**src/rtl/quad_decoder.sv**
```systemverilog
// quad_decoder: quadrature encoder front end.
// Raw A/B inputs pass through a two-flop synchroniser and a glitch filter
// before Gray-sequence decoding. The decoder emits a one-cycle count pulse
// with a direction level, reports illegal two-bit transitions, and keeps a
// saturating error count.
// Optional macro QUAD_INDEX_EN adds the quad_z input and the index_pulse
// output. Z is filtered like A/B and pulses once on each filtered rising edge.
module quad_decoder #(
  parameter int unsigned FILTER_LEN = 4,
  parameter bit          FWD        = 1'b1,
  parameter bit          X4         = 1'b1
) (
  input  logic       clk,
  input  logic       reset,
  input  logic       en,
  input  logic       quad_a,
  input  logic       quad_b,
`ifdef QUAD_INDEX_EN
  input  logic       quad_z,
`endif
  input  logic       err_clr,
  output logic       pulse_out,
  output logic       dir_out,
  output logic       err_pulse,
`ifdef QUAD_INDEX_EN
  output logic       index_pulse,
`endif
  output logic [7:0] err_count
);

  // Channel map: bit 0 = B, bit 1 = A, bit 2 = Z (only when the index is built)
`ifdef QUAD_INDEX_EN
  localparam int NCH = 3;
`else
  localparam int NCH = 2;
`endif

  typedef enum logic [0:0] {ST_PRIME = 1'b0, ST_RUN = 1'b1} state_t;

  state_t           r_state;
  state_t           w_state_next;
  logic [1:0]       r_prime_cnt;
  logic             w_prime;
  logic             w_run;

  logic [NCH-1:0]   w_raw;
  logic [NCH-1:0]   w_filt;

  logic [1:0]       r_prev;
  logic [1:0]       w_cur;
  logic [1:0]       w_diff;
  logic             w_step;
  logic             w_illegal;
  logic             w_fwd;
  logic             w_count;

  logic             r_pulse;
  logic             r_dir;
  logic             r_err;
  logic [7:0]       r_err_cnt;

`ifdef QUAD_INDEX_EN
  assign w_raw = {quad_z, quad_a, quad_b};
`else
  assign w_raw = {quad_a, quad_b};
`endif

  // State register. PRIME runs for four cycles (counter 0..3).
  // That is long enough for a resting non-00 level to pass through both
  // synchroniser flops, the filtered value and prev before decoding starts.
  always_ff @(posedge clk) begin
    if (!reset) begin
      r_state     <= ST_PRIME;
      r_prime_cnt <= 2'd0;
    end else begin
      r_state     <= w_state_next;
      r_prime_cnt <= (r_state == ST_PRIME) ? r_prime_cnt + 2'd1 : 2'd0;
    end
  end

  // Next-state logic: leave PRIME once the prime counter has reached 3
  always_comb begin
    w_state_next = r_state;
    if (r_state == ST_PRIME && r_prime_cnt == 2'd3) begin
      w_state_next = ST_RUN;
    end
  end

  // FSM outputs: mode strobes used by the filters and the decoder
  always_comb begin
    w_prime = (r_state == ST_PRIME);
    w_run   = (r_state == ST_RUN);
  end

  // Per-channel synchroniser and glitch filter
  for (genvar gi = 0; gi < NCH; gi++) begin : g_ch
    logic       r_meta;
    logic       r_sync;
    logic       r_filt;
    logic [7:0] r_cnt;
    logic [8:0] w_cnt_inc;

    assign w_cnt_inc  = {1'b0, r_cnt} + 9'd1;
    assign w_filt[gi] = r_filt;

    // The filtered value follows sync once it has differed for FILTER_LEN
    // consecutive cycles. During PRIME it loads directly.
    always_ff @(posedge clk) begin
      if (!reset) begin
        r_meta <= 1'b0;
        r_sync <= 1'b0;
        r_filt <= 1'b0;
        r_cnt  <= 8'd0;
      end else begin
        r_meta <= w_raw[gi];
        r_sync <= r_meta;
        if (w_prime) begin
          r_filt <= r_sync;
          r_cnt  <= 8'd0;
        end else if (r_sync == r_filt) begin
          r_cnt  <= 8'd0;
        end else if (w_cnt_inc == 9'(FILTER_LEN)) begin
          r_filt <= r_sync;
          r_cnt  <= 8'd0;
        end else begin
          r_cnt  <= w_cnt_inc[7:0];
        end
      end
    end
  end

  // Gray decode of the filtered A/B pair against the previous pair.
  // Forward sequence is 00 -> 10 -> 11 -> 01 -> 00.
  always_comb begin
    w_cur     = {w_filt[1], w_filt[0]};
    w_diff    = w_cur ^ r_prev;
    w_step    = ^w_diff;
    w_illegal = &w_diff;
    w_fwd     = 1'b0;
    case (r_prev)
      2'b00:   w_fwd = (w_cur == 2'b10);
      2'b10:   w_fwd = (w_cur == 2'b11);
      2'b11:   w_fwd = (w_cur == 2'b01);
      default: w_fwd = (w_cur == 2'b00);
    endcase
    if (X4) begin
      w_count = w_step;
    end else begin
      w_count = (r_prev == 2'b00 && w_cur == 2'b10) ||
                (r_prev == 2'b10 && w_cur == 2'b00);
    end
  end

  // Registered pulse, direction and error outputs.
  // Direction still tracks while en is low; only the pulse is suppressed.
  always_ff @(posedge clk) begin
    if (!reset) begin
      r_prev    <= 2'b00;
      r_pulse   <= 1'b0;
      r_dir     <= FWD;
      r_err     <= 1'b0;
      r_err_cnt <= 8'd0;
    end else begin
      r_prev  <= w_cur;
      r_pulse <= 1'b0;
      r_err   <= 1'b0;
      if (w_run && w_count) begin
        r_pulse <= en;
        r_dir   <= w_fwd ? FWD : ~FWD;
      end
      if (w_run && w_illegal) begin
        r_err <= 1'b1;
      end
      if (err_clr) begin
        r_err_cnt <= 8'd0;
      end else if (w_run && w_illegal && r_err_cnt != 8'hFF) begin
        r_err_cnt <= r_err_cnt + 8'd1;
      end
    end
  end

`ifdef QUAD_INDEX_EN
  logic r_z_prev;
  logic r_index;

  // Index pulse on each filtered rising edge of Z, only in RUN with en high
  always_ff @(posedge clk) begin
    if (!reset) begin
      r_z_prev <= 1'b0;
      r_index  <= 1'b0;
    end else begin
      r_z_prev <= w_filt[2];
      r_index  <= w_run & en & w_filt[2] & ~r_z_prev;
    end
  end

  assign index_pulse = r_index;
`endif

  assign pulse_out = r_pulse;
  assign dir_out   = r_dir;
  assign err_pulse = r_err;
  assign err_count = r_err_cnt;

endmodule

```
**config.mk**
```make
export PLATFORM = sky130hd
export DESIGN_NAME = quad_decoder
export DESIGN_NICKNAME = d
export VERILOG_FILES = /design/src/rtl/quad_decoder.sv
export SDC_FILE = /design/constraint.sdc
export NUM_CORES = 1
export LEC_CHECK = 0
export ABC_AREA = 0
export CAP_MARGIN = 20
export CORE_MARGIN = 2
export CORE_UTILIZATION = 39
export CTS_BUF_LIST = sky130_fd_sc_hd__clkbuf_4
export DETAILED_ROUTE_END_ITERATION = 12
export HOLD_SLACK_MARGIN = 0.1
export PLACE_DENSITY = 0.59
export SYNTH_ARGS = -nofsm -noshare
export SYNTH_HDL_FRONTEND = slang
export SYNTH_SLANG_ARGS = --single-unit
```
**constraint.sdc**
```tcl
create_clock -name clk -period 3.08 [get_ports clk]
set_input_delay 0.77 -clock clk [delete_from_list [all_inputs] [get_ports clk]]
set_output_delay 0.77 -clock clk [all_outputs]
set_load 0.005 [all_outputs]
```
# Word-level counts from Yosys, hierarchy flattened
# Index checks and enable logic that the tools add are counted.
# totals
out_inout_bits,11
elab_cells,61
reg_bits,38
# classes
add_sub_neg,4
eq_ne,15
bitwise_logic,3
reduce_logical,15
mux,9
# ops
cell,count
8-bit by 1-bit adder with 9-bit output (second input constant),2
9-bit by 3-bit equality test with 1-bit output (second input constant),2
2-bit equality test (second input constant),5
8-bit by 1-bit adder with 8-bit output (second input constant),1
1-bit 2-to-1 mux,8
8-bit != test (second input constant),1
2-bit AND reduction,4
4-bit OR reduction,2
1-bit logical AND,4
2-bit zero test,2
2-bit by 1-bit != test with 1-bit output (second input constant),2
2-bit != test (second input constant),2
2-bit OR reduction,2
1-bit case mux with 3 select lines,1
2-bit by 1-bit adder with 2-bit output (second input constant),1
1-bit equality test,2
2-bit by 1-bit equality test with 1-bit output (second input constant),1
1-bit NOT,2
2-bit parity,1
2-bit bitwise XOR,1

# Longest topological paths before layout
# Gate-level depths: netlist of run 1.
# depth
depth_word,5
mapped_depth,6

# Least setup slack after synthesis of run 1
# Ideal clock, no wire load.
# synth_path
path_type,reg2reg
start,register g_ch[1].r_cnt[0]
end,register g_ch[1].r_cnt[3]
path_slack_ps,1376
setup_time_ps,136
arrival_ps,1568
stages_incl_launch_ff,7
t_required_ps,2944
cell_sequence,dfxtp_1 ha_1 nand2_1 and4bb_1 o211ai_1 o31ai_1 nor2_1
# synth_via
elab_chain_cells,3
# synth_lines
item,line_no,rtl
"start, declared",100,logic [7:0] r_cnt;
"start signal, assigned",126,r_cnt <= w_cnt_inc[7:0];
8-bit by 1-bit adder with 9-bit output *,103,"assign w_cnt_inc = {1'b0, r_cnt} + 9'd1;"
9-bit by 3-bit equality test with 1-bit output,122,end else if (w_cnt_inc == 9'(FILTER_LEN)) begin
4-bit OR reduction (no line),-,
# Mark *: on every way between the ends. The rest lies on a longest branch, timed or not.
# A chain may end at the register's enable or synchronous reset.

# Final worst setup path of run 1
# layout_path
start,"register r_err_cnt[3], in the netlist err_count[3]"
end,output err_count[3]
# layout_lines
item,line_no,rtl
"start, declared",60,logic [7:0] r_err_cnt;
"start signal, assigned",177,r_err_cnt <= r_err_cnt + 8'd1;
"end, declared",28,output logic [7:0] err_count
# No word-level cell between the ends.

==> run metrics, run 1 <==
Place WS=743.4 ps; WL final=2893 microns; Area Overhead vs Synth=15.44%; Reg2Reg Depth=6; critical path type=reg2out; vias in the first global route=1,237; Hold Path Sink=g_ch[0].r_sync; Top FF cell, synth=dfxtp_1; setup repair bufs after CTS=0; first-pass GRT wire length=5375 microns; CP endpoint kind=primary output; Startpoint Class=flip-flop; worst r2r src=g_ch[1].r_cnt[0]; Slew Limit Fails=0; height of the die=69.10 microns; critical-path cell list=clkdlybuf4s50_1; Required @ worst endpoint=2310 ps; core region area=4029 sq um; CP bufs+invs=1; min-delay src=g_ch[0].r_meta; Antenna Nets Post-Route=0; Final Worst Setup Slack=1002 ps; worst relative slew slack=59.22%; Mapped Cells=179; worst hold path class=reg2reg; Synth area leaders=dfxtp_1 (46%), xor2_1 (7.4%), ha_1 (5.3%); setup TNS=0 ps; ys async rst share=0%; Avg Cell Area, Syn=9.234 sq um; DP Wirelength=2145 microns; Vias=1,265; max cap viols=0; CP top delay family=buffers and inverters; die area=4775 sq um; # diodes=0; area leader, netlist=dfxtp_1; Static Leak=0.7371 nW; Worst Path Max Fanout=7; run status=finished, final reports clean; # IOs=17; Rows=23; maximum number of pins on one net before global-route repair=20; Max VDD drop=180.3 uV; clock latency on the worst-skew pair=340 ps; CP arrival=1310 ps; CTS tree=built; Synth Cell Area=1653 sq um; PortBufs=16; flops & latches, synth=38; Ys Warns=0; chip width=69.10 microns; final net count=211; layout cell share with drive strength beyond 1=5.051%; drt initial violations=39; initial antenna violation count=0; Post-CTS Hold Buffers=0; Final period util=67.46%; routed vias/inst=5.101; clock sinks=38; Post-synth EDFFs=0; minimum clock period=2078 ps; CTS Buffer Depth=2; max incr delay on CP=530 ps; most frequent cells in the layout=dfxtp_1 (38), nor2_1 (23), clkdlybuf4s50_1 (16), xor2_1 (14), nand2_1 (12); commonest non-fill, non-tap cell in the layout=dfxtp_1; Layout Skew=10.41 ps; htree depth=2; Pwr Density=404.1 nW/um^2; share of the synthesized area in the top cell type=46.03%; Root Buffer=clkbuf_4; gpl congestion=0.7674; worst hold path cell count=1; CTS Buf Count=5; number of detailed-route iterations in the first pass=4; Setup crit start=err_count[3]; DRC viols=0; gr usage total=13.87%; clk slew on worst S/H paths=110 ps; critical path's slowest cell=clkdlybuf4s50_1; synth unique cells=37; GR Overflow Total=0; FF-to-FF End=g_ch[1].r_cnt[6]; Initial Utilization=41.02%; unrepaired setup endpoints after global routing=no; achievable clock frequency=481.3 MHz; Final Setup Violations=0; setup slack, reg-to-reg=1040 ps; final hold vios=0; routed len/inst=11.67 microns; syn_nets=192; Slew @ Worst Pin=606.6 ps; sequential area share after synthesis=46.03%; post-cts sizing count=0
-- through the flow --
step / power (W) / cells / util [%] / hold slack [ps] / instance area (sq um)
after CTS: 0.0007837 / 248 / 47.36 / 449.1 / 1908
final: 0.0007711 / 248 / 47.36 / 446.0 / 1908
after global placement: 0.0005440 / 241 / 46.18 / 411.7 / 1861
after global routing: 0.0008098 / 248 / 47.36 / 457.5 / 1908
after floorplan: 0.0005341 / 179 / - / 403.3 / 1653
after detailed placement: 0.0005450 / 241 / 46.18 / 424.5 / 1861
-- state kept, by name, indices dropped and copies added (netlist names) --
signal,flops
dir_out,1
err_count,8
err_pulse,1
g_ch.r_cnt,16
g_ch.r_filt,2
g_ch.r_meta,2
g_ch.r_sync,2
pulse_out,1
r_prev,2
r_prime_cnt,2
r_state,1
-- report_power, final --
part	switching, W	internal [W]	total (W)
combinational	0.0000109	0.0000148	0.0000257
clock	0.000156	0.0000821	0.000238
sequential	0.00000758	0.000500	0.000508
-- layer usage --
layer,vias to the layer above,GRT usage (%),part of all wire (%)
li1,650,-,-
met1,584,16.58,48
met2,25,22.22,45
met3,6,5.702,5.0
met4,0,5.229,1.8
met5,-,0,0
-- final cells by class --
type                            count  area (sq um)
Tap cell                           50         62.56
Timing Repair Buffer               16         160.2
Clock inverter                      2         10.01
Fill cell                         394          2121
Clock buffer                        5         37.54
Inverter                            6         22.52
Sequential cell                    38         760.7
Multi-Input combinational cell    131         854.6
-- Yosys cell counts, types with 2 or more instances --
master,count
a21oi_1,4
and2_1,8
and3_1,5
and3b_1,2
clkbuf_1,3
dfxtp_1,38
ha_1,7
inv_1,6
nand2_1,12
nand2b_1,4
nand3_1,10
nand4_1,2
nor2_1,23
nor3_1,5
nor3b_1,2
nor4b_1,2
o21ai_0,5
or3_1,2
xnor2_1,8
xor2_1,14
-- worst max-delay path by stage --
stage	endpoint	slack (ps)	cells past startpoint
3_5_place_dp	g_ch[0].r_cnt[2]	740	4
4_1_cts	err_count[3]	980	1
2_1_floorplan	g_ch[1].r_cnt[3]	1380	6
3_3_place_gp	g_ch[0].r_cnt[3]	820	4
5_1_grt	g_ch[1].r_cnt[3]	770	6
6_report	err_count[3]	1000	1
-- cells by family after synthesis --
group / after synthesis / share of synthesized area, %
AND/OR/NAND/NOR: 81 / 25.81
flip-flops: 38 / 46.03
XOR/XNOR: 22 / 11.66
AO/OA/AOI/OAI: 20 / 8.328
buffers and inverters: 10 / 2.271
adder cells (fa/ha/maj): 7 / 5.299
multiplexers: 1 / 0.6056
Power figures use the tool's default switching activity.
==> inputs of run 2 (changes only) <==
==> constraint.sdc (replaced) <==
create_clock -name clk -period 2.1 [get_ports clk]
set_input_delay 0.525 -clock clk [delete_from_list [all_inputs] [get_ports clk]]
set_output_delay 0.525 -clock clk [all_outputs]
set_load 0.005 [all_outputs]
==> run metrics, run 2 (synthesis gave the netlist of run 1 again) <==
vias in the first global route=1,240 (was 1,237); Final period util=93.24%; gr usage total=13.97% (was 13.87%); Slew Limit Fails=0 (unchanged); Final Setup Violations=0 (unchanged); worst relative slew slack=72.73% (was 59.22%); core region area=4029 sq um (unchanged); final net count=213 (was 211); run status=finished, final reports clean (unchanged); maximum number of pins on one net before global-route repair=13 (was 20); clock sinks=38 (unchanged); FILL cells=387 (was 394); max cap viols=0 (unchanged); Layout Skew=12.50 ps (was 10.41 ps); most frequent cells in the layout=dfxtp_1 (38), nor2_1 (23), clkdlybuf4s50_1 (16), xor2_1 (14), nand2_1 (12) (unchanged); worst r2r src=g_ch[1].r_cnt[0] (unchanged); CP endpoint kind=flip-flop (was primary output); first-pass GRT wire length=5471 microns (was 5375 microns); critical path type=reg2reg (was reg2out); routed len/inst=11.37 microns (was 11.67 microns); WL final=2855 microns (was 2893 microns); achievable clock frequency=510.7 MHz; GR Overflow Total=0 (unchanged); htree depth=2 (unchanged); setup repair bufs after CTS=0 (unchanged); Pwr Density=593.3 nW/um^2 (was 404.1 nW/um^2); DRC viols=0 (unchanged); gpl congestion=0.7679 (was 0.7674); die area=4775 sq um (unchanged); setup TNS=0 ps (unchanged); PortBufs=16 (unchanged); DP Wirelength=2128 microns (was 2145 microns); CTS Buffer Depth=2 (unchanged); minimum clock period=1958 ps; final hold vios=0 (unchanged); clock latency on the worst-skew pair=340 ps (about the same); Most flops, register=g_ch.r_cnt (unchanged); Vias=1,255 (was 1,265); drt initial violations=66 (was 39); Area Overhead vs Synth=17.03% (was 15.44%); initial antenna violation count=0 (unchanged); Max VDD drop=404.8 uV (was 180.3 uV); CTS Buf Count=5 (unchanged); Root Buffer=clkbuf_4 (unchanged); Final Worst Setup Slack=141.9 ps (was 1002 ps); clk slew on worst S/H paths=110 ps (about the same); Startpoint Class=flip-flop (unchanged); Antenna Nets Post-Route=0 (unchanged); Setup crit start=g_ch[1].r_cnt[0] (was err_count[3]); height of the die=69.10 microns (unchanged); Place WS=72.81 ps (was 743.4 ps); Initial Utilization=41.02% (unchanged); max reg flops=16 (unchanged); chip width=69.10 microns (unchanged); Rows=23 (unchanged); multi-input logic area=859.6 sq um (was 854.6 sq um); commonest non-fill, non-tap cell in the layout=dfxtp_1 (unchanged); number of detailed-route iterations in the first pass=4 (unchanged); routed vias/inst=5.000 (was 5.101); unrepaired setup endpoints after global routing=no (unchanged); Slew @ Worst Pin=406.6 ps (was 606.6 ps); Post-CTS Hold Buffers=0 (unchanged); min-delay src=r_prime_cnt[0] (was g_ch[0].r_meta); Required @ worst endpoint=2380 ps (was 2310 ps); worst hold path class=reg2reg (unchanged); CP arrival=2240 ps (was 1310 ps); # IOs=17 (unchanged); Static Leak=0.7488 nW (was 0.7371 nW); layout cell share with drive strength beyond 1=6.468% (was 5.051%); Reg area=760.7 sq um (unchanged); Worst Path Max Fanout=6 (was 7); # diodes=0 (unchanged); post-cts sizing count=0 (unchanged); CTS tree=built (unchanged)
## run 2: critical path, cell delays in order, from the launching register on
cell,delay [ps]
dfxtp_1,390
ha_1,290
nand2b_1,200
o21ai_0,240
o2111ai_1,190
or4_1,500
nand3_1,90
## run 2: stage by stage
stage | hold WS [ps] | instances | instance area, sq um | total power (W) | util [%]
final | 434.2 | 251 | 1934 | 0.001148 | 48.01
after global routing | 451.2 | 251 | 1934 | 0.001203 | 48.01
after CTS | 444.1 | 251 | 1929 | 0.001172 | 47.89
after detailed placement | 423.0 | 243 | 1876 | 0.0008009 | 46.55
after global placement | 411.9 | 243 | 1876 | 0.0007991 | 46.55
after floorplan | 403.3 | 179 | 1653 | 0.0007834 | -
## run 2: report_power, final
group	leakage (nW)	switching, W	internal [W]
clock network	0.0331	0.000226	0.000139
logic	0.408	0.0000161	0.0000232
registers	0.308	0.0000108	0.000733
total	0.749	0.000252	0.000895
## run 2: cell type report
| type | instances | area share, % |
|---|---|---|
| sequential | 38 | 39.33 |
| clock inverter | 2 | 0.4528 |
| multi-input combinational | 131 | 44.44 |
| clock buffer | 6 | 2.329 |
| inverter | 6 | 1.164 |
| timing repair buffer | 18 | 9.056 |
| tap | 50 | 3.234 |
## run 2: final timing paths
kind                                  endpoint  slack (ps)  cells past startpoint
worst max-delay path            g_ch[1].r_filt         140                      6
worst min-delay path            r_prime_cnt[0]         430                      1
worst max register to register  g_ch[1].r_filt         140                      6
worst min register to register  r_prime_cnt[0]         430                      1
## run 2: per-layer routing
layer	GRT usage (%)	up-vias	wire length, microns
met3	3.655	8	107
met1	18.81	563	1455
met5	0	-	0
met2	20.30	28	1224
li1	-	656	-
met4	7.625	0	67
